[src/rtl/div_ctrl_unit.sv]
// Control FSM for the 8-bit repeated-subtraction divider: sequences the 16x8 register bank
// and ALU to leave Q=A/B in R0 and R=A%B in R14, with start/busy/done/dbz handshake.
module div_ctrl_unit #(
    parameter int unsigned DW    = 8,
    parameter int unsigned AW    = 4,
    parameter int unsigned R_REM = 3,
    parameter int unsigned R_DIV = 4
) (
    input  logic          clk,
    input  logic          rst,
    input  logic          start,
    input  logic          alu_borrow,
    input  logic          alu_zero,
    output logic [2:0]    InMuxAdd,
    output logic [AW-1:0] OutMuxAdd,
    output logic [AW-1:0] RegAdd,
    output logic          WE,
    output logic [DW-1:0] CUconst,
    output logic [1:0]    ALUop,
    output logic          busy,
    output logic          done,
    output logic          dbz
);

    typedef enum logic [3:0] {
        S_IDLE, S_LDA, S_LDB, S_CLRQ, S_ZLD1, S_ZLD2, S_ZCHK, S_CLD1,
        S_CLD2, S_SUB, S_ILD1, S_ILD2, S_INC, S_WRR, S_ERR, S_DONE
    } state_e;

    typedef enum logic [2:0] {
        MUX_INA   = 3'd0,
        MUX_INB   = 3'd1,
        MUX_CONST = 3'd2,
        MUX_ALU   = 3'd3,
        MUX_REG   = 3'd4
    } mux_e;

    typedef enum logic [1:0] {
        OP_ADD = 2'b00,
        OP_SUB = 2'b01
    } op_e;

    state_e r_state;
    logic   r_dbz;

    always_ff @(posedge clk or negedge rst) begin
        if (!rst) begin
            r_state <= S_IDLE;
            r_dbz   <= 1'b0;
        end else begin
            case (r_state)
                S_IDLE: if (start) begin
                    r_state <= S_LDA;
                    r_dbz   <= 1'b0;
                end
                S_LDA:  r_state <= S_LDB;
                S_LDB:  r_state <= S_CLRQ;
                S_CLRQ: r_state <= S_ZLD1;
                S_ZLD1: r_state <= S_ZLD2;
                S_ZLD2: r_state <= S_ZCHK;
                S_ZCHK: r_state <= alu_zero ? S_ERR : S_CLD1;
                S_CLD1: r_state <= S_CLD2;
                S_CLD2: r_state <= S_SUB;
                S_SUB:  r_state <= alu_borrow ? S_WRR : S_ILD1;
                S_ILD1: r_state <= S_ILD2;
                S_ILD2: r_state <= S_INC;
                S_INC:  r_state <= S_CLD1;
                S_WRR:  r_state <= S_DONE;
                S_ERR: begin
                    r_state <= S_DONE;
                    r_dbz   <= 1'b1;
                end
                S_DONE: r_state <= S_IDLE;
                default: r_state <= S_IDLE;
            endcase
        end
    end

    assign dbz  = r_dbz;
    assign busy = (r_state != S_IDLE) && (r_state != S_DONE);
    assign done = (r_state == S_DONE);

    // Bank/ALU controls decode straight from state; only SUB also looks at the borrow flag.
    always_comb begin
        InMuxAdd  = MUX_INA;
        OutMuxAdd = '0;
        RegAdd    = '0;
        WE        = 1'b0;
        CUconst   = '0;
        ALUop     = OP_ADD;
        case (r_state)
            S_LDA: begin
                WE = 1'b1; RegAdd = AW'(R_REM); InMuxAdd = MUX_INA;
            end
            S_LDB: begin
                WE = 1'b1; RegAdd = AW'(R_DIV); InMuxAdd = MUX_INB;
            end
            S_CLRQ: begin
                WE = 1'b1; RegAdd = AW'(0); InMuxAdd = MUX_CONST;
            end
            S_ZLD1: begin
                WE = 1'b1; RegAdd = AW'(1); InMuxAdd = MUX_REG; OutMuxAdd = AW'(R_DIV);
            end
            S_ZLD2: begin
                WE = 1'b1; RegAdd = AW'(2); InMuxAdd = MUX_CONST;
            end
            S_ZCHK: ALUop = OP_SUB;
            S_CLD1: begin
                WE = 1'b1; RegAdd = AW'(1); InMuxAdd = MUX_REG; OutMuxAdd = AW'(R_REM);
            end
            S_CLD2: begin
                WE = 1'b1; RegAdd = AW'(2); InMuxAdd = MUX_REG; OutMuxAdd = AW'(R_DIV);
            end
            S_SUB: begin
                ALUop = OP_SUB;
                if (!alu_borrow) begin
                    WE = 1'b1; RegAdd = AW'(R_REM); InMuxAdd = MUX_ALU;
                end
            end
            S_ILD1: begin
                WE = 1'b1; RegAdd = AW'(1); InMuxAdd = MUX_REG; OutMuxAdd = AW'(0);
            end
            S_ILD2: begin
                WE = 1'b1; RegAdd = AW'(2); InMuxAdd = MUX_CONST; CUconst = DW'(1);
            end
            S_INC: begin
                WE = 1'b1; RegAdd = AW'(0); InMuxAdd = MUX_ALU; ALUop = OP_ADD;
            end
            S_WRR: begin
                WE = 1'b1; RegAdd = AW'(14); InMuxAdd = MUX_REG; OutMuxAdd = AW'(R_REM);
            end
            S_ERR: begin
                WE = 1'b1; RegAdd = AW'(0); InMuxAdd = MUX_CONST; CUconst = '1;
            end
            default: ;
        endcase
    end

endmodule

[config.mk]
export PLATFORM = sky130hd
export DESIGN_NAME = div_ctrl_unit
export DESIGN_NICKNAME = d
export VERILOG_FILES = /design/src/rtl/div_ctrl_unit.sv
export SDC_FILE = /design/constraint.sdc
export NUM_CORES = 1
export LEC_CHECK = 0
export BUFFER_PORTS_ARGS = -buffer_cell sky130_fd_sc_hd__buf_2
export CORE_MARGIN = 10
export CORE_UTILIZATION = 35
export CTS_CLUSTER_SIZE = 14
export DETAILED_ROUTE_END_ITERATION = 10
export PLACE_DENSITY = 0.7
export SLEW_MARGIN = 10
export SYNTH_ARGS = -nofsm -noshare
export SYNTH_HDL_FRONTEND = slang
export SYNTH_SLANG_ARGS = --single-unit
export TNS_END_PERCENT = 5
[constraint.sdc]
create_clock -name clk -period 2.5 [get_ports clk]
set_input_delay 0.125 -clock clk [delete_from_list [all_inputs] [get_ports clk]]
set_output_delay 0.125 -clock clk [all_outputs]
set_load 0.01 [all_outputs]
=== Yosys cells after proc, flatten, opt, wreduce, memory -nomap -nowiden ===
Index checks and enable logic that the tools add are counted.

* Eq/ne operators: 17
* Multiplexer cells: 15
* Reduce and logical (&&, ||, !) cells: 14

{| class="wikitable"
|+ Operators with widths
! kind !! number
|-
| $pmux 4 s15 || 1
|-
| $eq 4x4->1 const B || 8
|-
| $pmux 4 s6 || 1
|-
| $eq 4x3->1 const B || 4
|-
| $pmux 8 s2 || 1
|-
| $pmux 3 s5 || 1
|-
| $reduce_or 12->1 || 1
|-
| $eq 4x2->1 const B || 2
|-
| $mux 4 || 2
|-
| $reduce_or 2->1 || 4
|-
| $pmux 3 s2 || 1
|-
| $reduce_or 3->1 || 2
|-
| $reduce_or 5->1 || 1
|-
| $eq 4x1->1 const B || 1
|-
| $logic_not 4->1 || 1
|-
| $mux 2 || 2
|-
| $ne 4x4->1 const B || 1
|-
| $pmux 1 s2 || 2
|-
| $reduce_bool 4->1 || 1
|-
| $reduce_or 4->1 || 1
|-
| $mux 1 || 3
|-
| $mux 3 || 1
|-
| $ne 2x2->1 const B || 1
|-
| $reduce_and 2->1 || 1
|-
| other kinds (2) || 2
|}

* Flip-flop bits (word level): 5
* Input port bits: 5
* Output and inout bits: 25
* Word-level logic and storage cells: 48

=== Longest topological paths before layout ===
* Depth after elaboration: 3
* Depth in mapped cells: 5
* Depth with buffers taken out: 3

=== Worst setup path after synthesis ===
OpenSTA, ideal clock, no wires.

* Path kind: reg-to-output
* Start point: reg r_state[2]
* End point: out CUconst[2]
* Arrival time: 1186 ps
* Setup slack: 1189 ps
* Cell stages (with the launch flop): 5
* Path buffers: 2
* Cell sequence: dfrtp_1 > buf_4 > nand2_1 > nor2_1 > buf_4

* Longest elaborated chain between the ends: 2
* Elaborated cells on any way between the ends: 3
* Classes of those cells: 2 x eq/ne; 1 x mux

{| class="wikitable"
|+ Ends and longest elaborated chain
! element !! RTL line !! RTL
|-
| from (decl) || 43 || <nowiki>state_e r_state;</nowiki>
|-
| from (signal assigned) || 61 || <nowiki>S_ZCHK: r_state <= alu_zero ? S_ERR : S_CLD1;</nowiki>
|-
| from (signal assigned) || 64 || <nowiki>S_SUB: r_state <= alu_borrow ? S_WRR : S_ILD1;</nowiki>
|-
| $eq 4x4->1 || 91 || <nowiki>case (r_state)</nowiki>
|-
| $pmux 8 s2 * || 91 ||
|-
| to (decl) || 18 || <nowiki>output logic [DW-1:0] CUconst,</nowiki>
|}

Mark *: on every way between the ends. The rest lies on a longest branch, timed or not.

=== Final worst setup path ===
* Start point: reg r_state[1]
* End point: out RegAdd[0]

* Longest elaborated chain between the ends: 3
* Elaborated cells on any way between the ends: 13
* Classes of those cells: 10 x eq/ne; 1 x mux; 2 x reduce/logical

{| class="wikitable"
|+ Ends and longest elaborated chain
! element !! RTL line !! RTL
|-
| $eq 4x4->1 or $eq 4x3->1 (tied branches) || 91 ||
|-
| $reduce_or 3->1 (no line) || n/a ||
|-
| $pmux 4 s6 * || 91 ||
|-
| to (decl) || 16 || <nowiki>output logic [AW-1:0] RegAdd,</nowiki>
|}

Marks and branches as above.

==> impl_metrics.tcl <==
set metrics [dict create \
    status "finished clean" \
    clk_pin_slew_worst_paths_ns 0.04 \
    cp.required_ns 2.38 \
    relSlewSlack 0.570 \
    ys.warnings.count 0 \
    syn_inst 86 \
    p_per_area_nw_per_um2 1540 \
    vdd_ir_drop_max_uv 921 \
    ys_ff_latch 5 \
    via_count 644 \
    max_freq_mhz 489 \
    grt_overflow_total 0 \
    pin_count 30 \
    finalHoldViolCount 0 \
    pwr-share-clk 0.082 \
    routabilityCongestion 0.862 \
    root_buffer "clkbuf_4" \
    ys_seq_area_frac 0.195 \
    hpwl_mm 1.27 \
    antenna_left 0 \
    htree_num_levels 1 \
    endpoint_kind "primary output" \
    rsz0062_at_grt "no" \
    power_switching_mw 0.582 \
    fin_crit_ns 2.04 \
    cts.path.max_buffers 2 \
    synth.avg_cell_area_um2 7.46 \
    arrival_ns 1.92 \
    track_usage 0.0777 \
    ys_types 37 \
    drv_cap 0 \
    cp_max_fo 21 \
    tightest_slew_ns 0.645 \
    slew_viol_final 0 \
    synth_area_um2 642 \
    start_util 0.372 \
    whs_ns 0.230 \
    share_comb_of_total_power 0.644 \
    finalWirelength_mm 1.66 \
    cts_buffers 3 \
    seqPwrFrac 0.274 \
    setup_violations 0 \
    dieArea_um2 3950 \
    fin_crit_sh 0.818 \
    p_int_mw 0.531 \
    mostFrequentLayoutCell "buf_2" \
    rows 15 \
    port_buffers 27 \
    clock-sinks 5 \
    drive_gt1_frac 0.347 \
    leakage_nw 0.380 \
    cp-start-kind "flip-flop" \
    clkLatencyLatePin_ns 0.24 \
    routedWlPerCell_um 13.2 \
    core_um2 1730 \
    setup_tns_ns 0 \
    grt_max_degree 23 \
    syn_to_final_growth_pct 12.5 \
    layout_common_cells "27 x buf_2, 8 x nand2_1, 7 x nor2_1" \
    die-height_um 62.8 \
    min_path_type "primary input to async pin" \
    postCtsSetupBuffers 0 \
    fin_skew_ns 0.00238 \
    swShare 0.523 \
    fillers 185 \
    drc 0 \
    criticalPathCategory "flip-flop to primary output" \
    grt_pass1_wl_mm 2.66 \
    antennaDiodeCount 0 \
    cts_tree "done" \
    dr.first_iter.drc_count 16 \
    nets 107 \
    vias_per_cell 5.11 \
    first_pass_iters 4 \
    first_global_vias 590 \
    die_w_um 62.8 \
    grt_antenna_before_repair 0 \
]
cells by family after synthesis:
logic type,count (synthesis),synth area share
other cells,1,0.00584
mux,1,0.0156
xor+xnor,2,0.0273
flops,5,0.195
compound gates,27,0.302
buf+inv,21,0.214
simple gates,29,0.240
path summary, 6_finish.rpt:
check | slack, ns | from | to | depth (start not counted)
max reg2reg | 1.05 | r_state[1] | r_state[0] | 3
min in group clk | 0.30 | alu_zero | r_state[3] | 3
min reg2reg | 0.55 | dbz | dbz | 1
max | 0.46 | r_state[1] | RegAdd[0] | 4
min | 0.23 | rst | r_state[1] | 2
max in group asynchronous | 2.14 | rst | dbz | 2
synth_stat cells:
cell type  count  area share
a211oi_1       2       0.023
a21bo_2        1       0.016
a21boi_0       1       0.012
a21o_1         2       0.023
a21oi_1        2       0.016
a22o_1         1       0.014
a22oi_1        2       0.023
a311o_1        1       0.016
a31o_2         1       0.014
a31oi_1        2       0.019
and3_1         1      0.0098
and4_4         1       0.018
buf_2          5       0.039
buf_4         12        0.14
buf_6          1       0.018
conb_1         1      0.0058
dfrtp_1        5        0.19
inv_1          3       0.018
mux2i_1        1       0.016
nand2_1        8       0.047
nand2b_1       5       0.049
nand2b_4       1       0.021
nand3_1        2       0.016
nor2_1         7       0.041
nor2b_1        1      0.0098
nor3_1         1      0.0078
nor4_1         1      0.0098
o211ai_1       1       0.012
o21ai_0        5       0.039
o21ai_1        1      0.0078
o21bai_1       1       0.012
o221a_2        1       0.018
o22ai_1        1      0.0098
o2bb2a_1       1       0.016
o41ai_1        1       0.014
or2b_1         1       0.012
xor2_1         2       0.027
worst max-delay path, cell delays in order (launching register included):
cell	delay (ns)
dfrtp_1	0.74
nand2b_1	0.25
and4_4	0.25
a311o_1	0.31
buf_2	0.14
power by group through the flow:
stage | clock network [mW] | registers [mW] | logic, mW
2_1_floorplan | 0 | 0.156 | 0.721
3_3_place_gp | 0 | 0.295 | 0.715
3_5_place_dp | 0 | 0.302 | 0.721
4_1_cts | 0.0961 | 0.301 | 0.729
5_1_grt | 0.103 | 0.322 | 0.792
6_report | 0.0914 | 0.305 | 0.716
stage by stage:
stage | power [mW] | utilization | cells | setup WS, ns | cell area (um2)
after floorplan | 0.876 | - | 87 | 1.19 | 646
after global placement | 1.01 | 0.397 | 121 | 0.822 | 686
after detailed placement | 1.02 | 0.397 | 121 | 0.745 | 686
after CTS | 1.13 | 0.418 | 126 | 0.479 | 722
after global routing | 1.22 | 0.418 | 126 | 0.371 | 722
final | 1.11 | 0.418 | 126 | 0.456 | 722
layout make-up:
cell class,count,area [um2],share of cell area
Clock buffer,4,26.3,0.0364
Inverter,3,11.3,0.0156
Multi-Input combinational cell,61,383,0.530
Sequential cell,5,125,0.173
Tap cell,25,31.3,0.0433
Timing Repair Buffer,28,145,0.201
what timing repair did:
item,4_1_cts,5_1_grt
hold buffers,1,0
gates resized for setup,0,0
hold endpoints to repair,5,0
per-layer routing:
layer	share of wire	track usage	up-vias
li1	-	-	324
met2	0.47	0.128	21
met4	0	0.00838	0
met3	0.072	0.0430	0
met5	0	0	-
met1	0.45	0.0880	299
flip-flops by register name, indices dropped and copies added, names as in the netlist:
register  flops
r_state       4
dbz           1
Note: power is estimated with default switching activity, not from simulation.
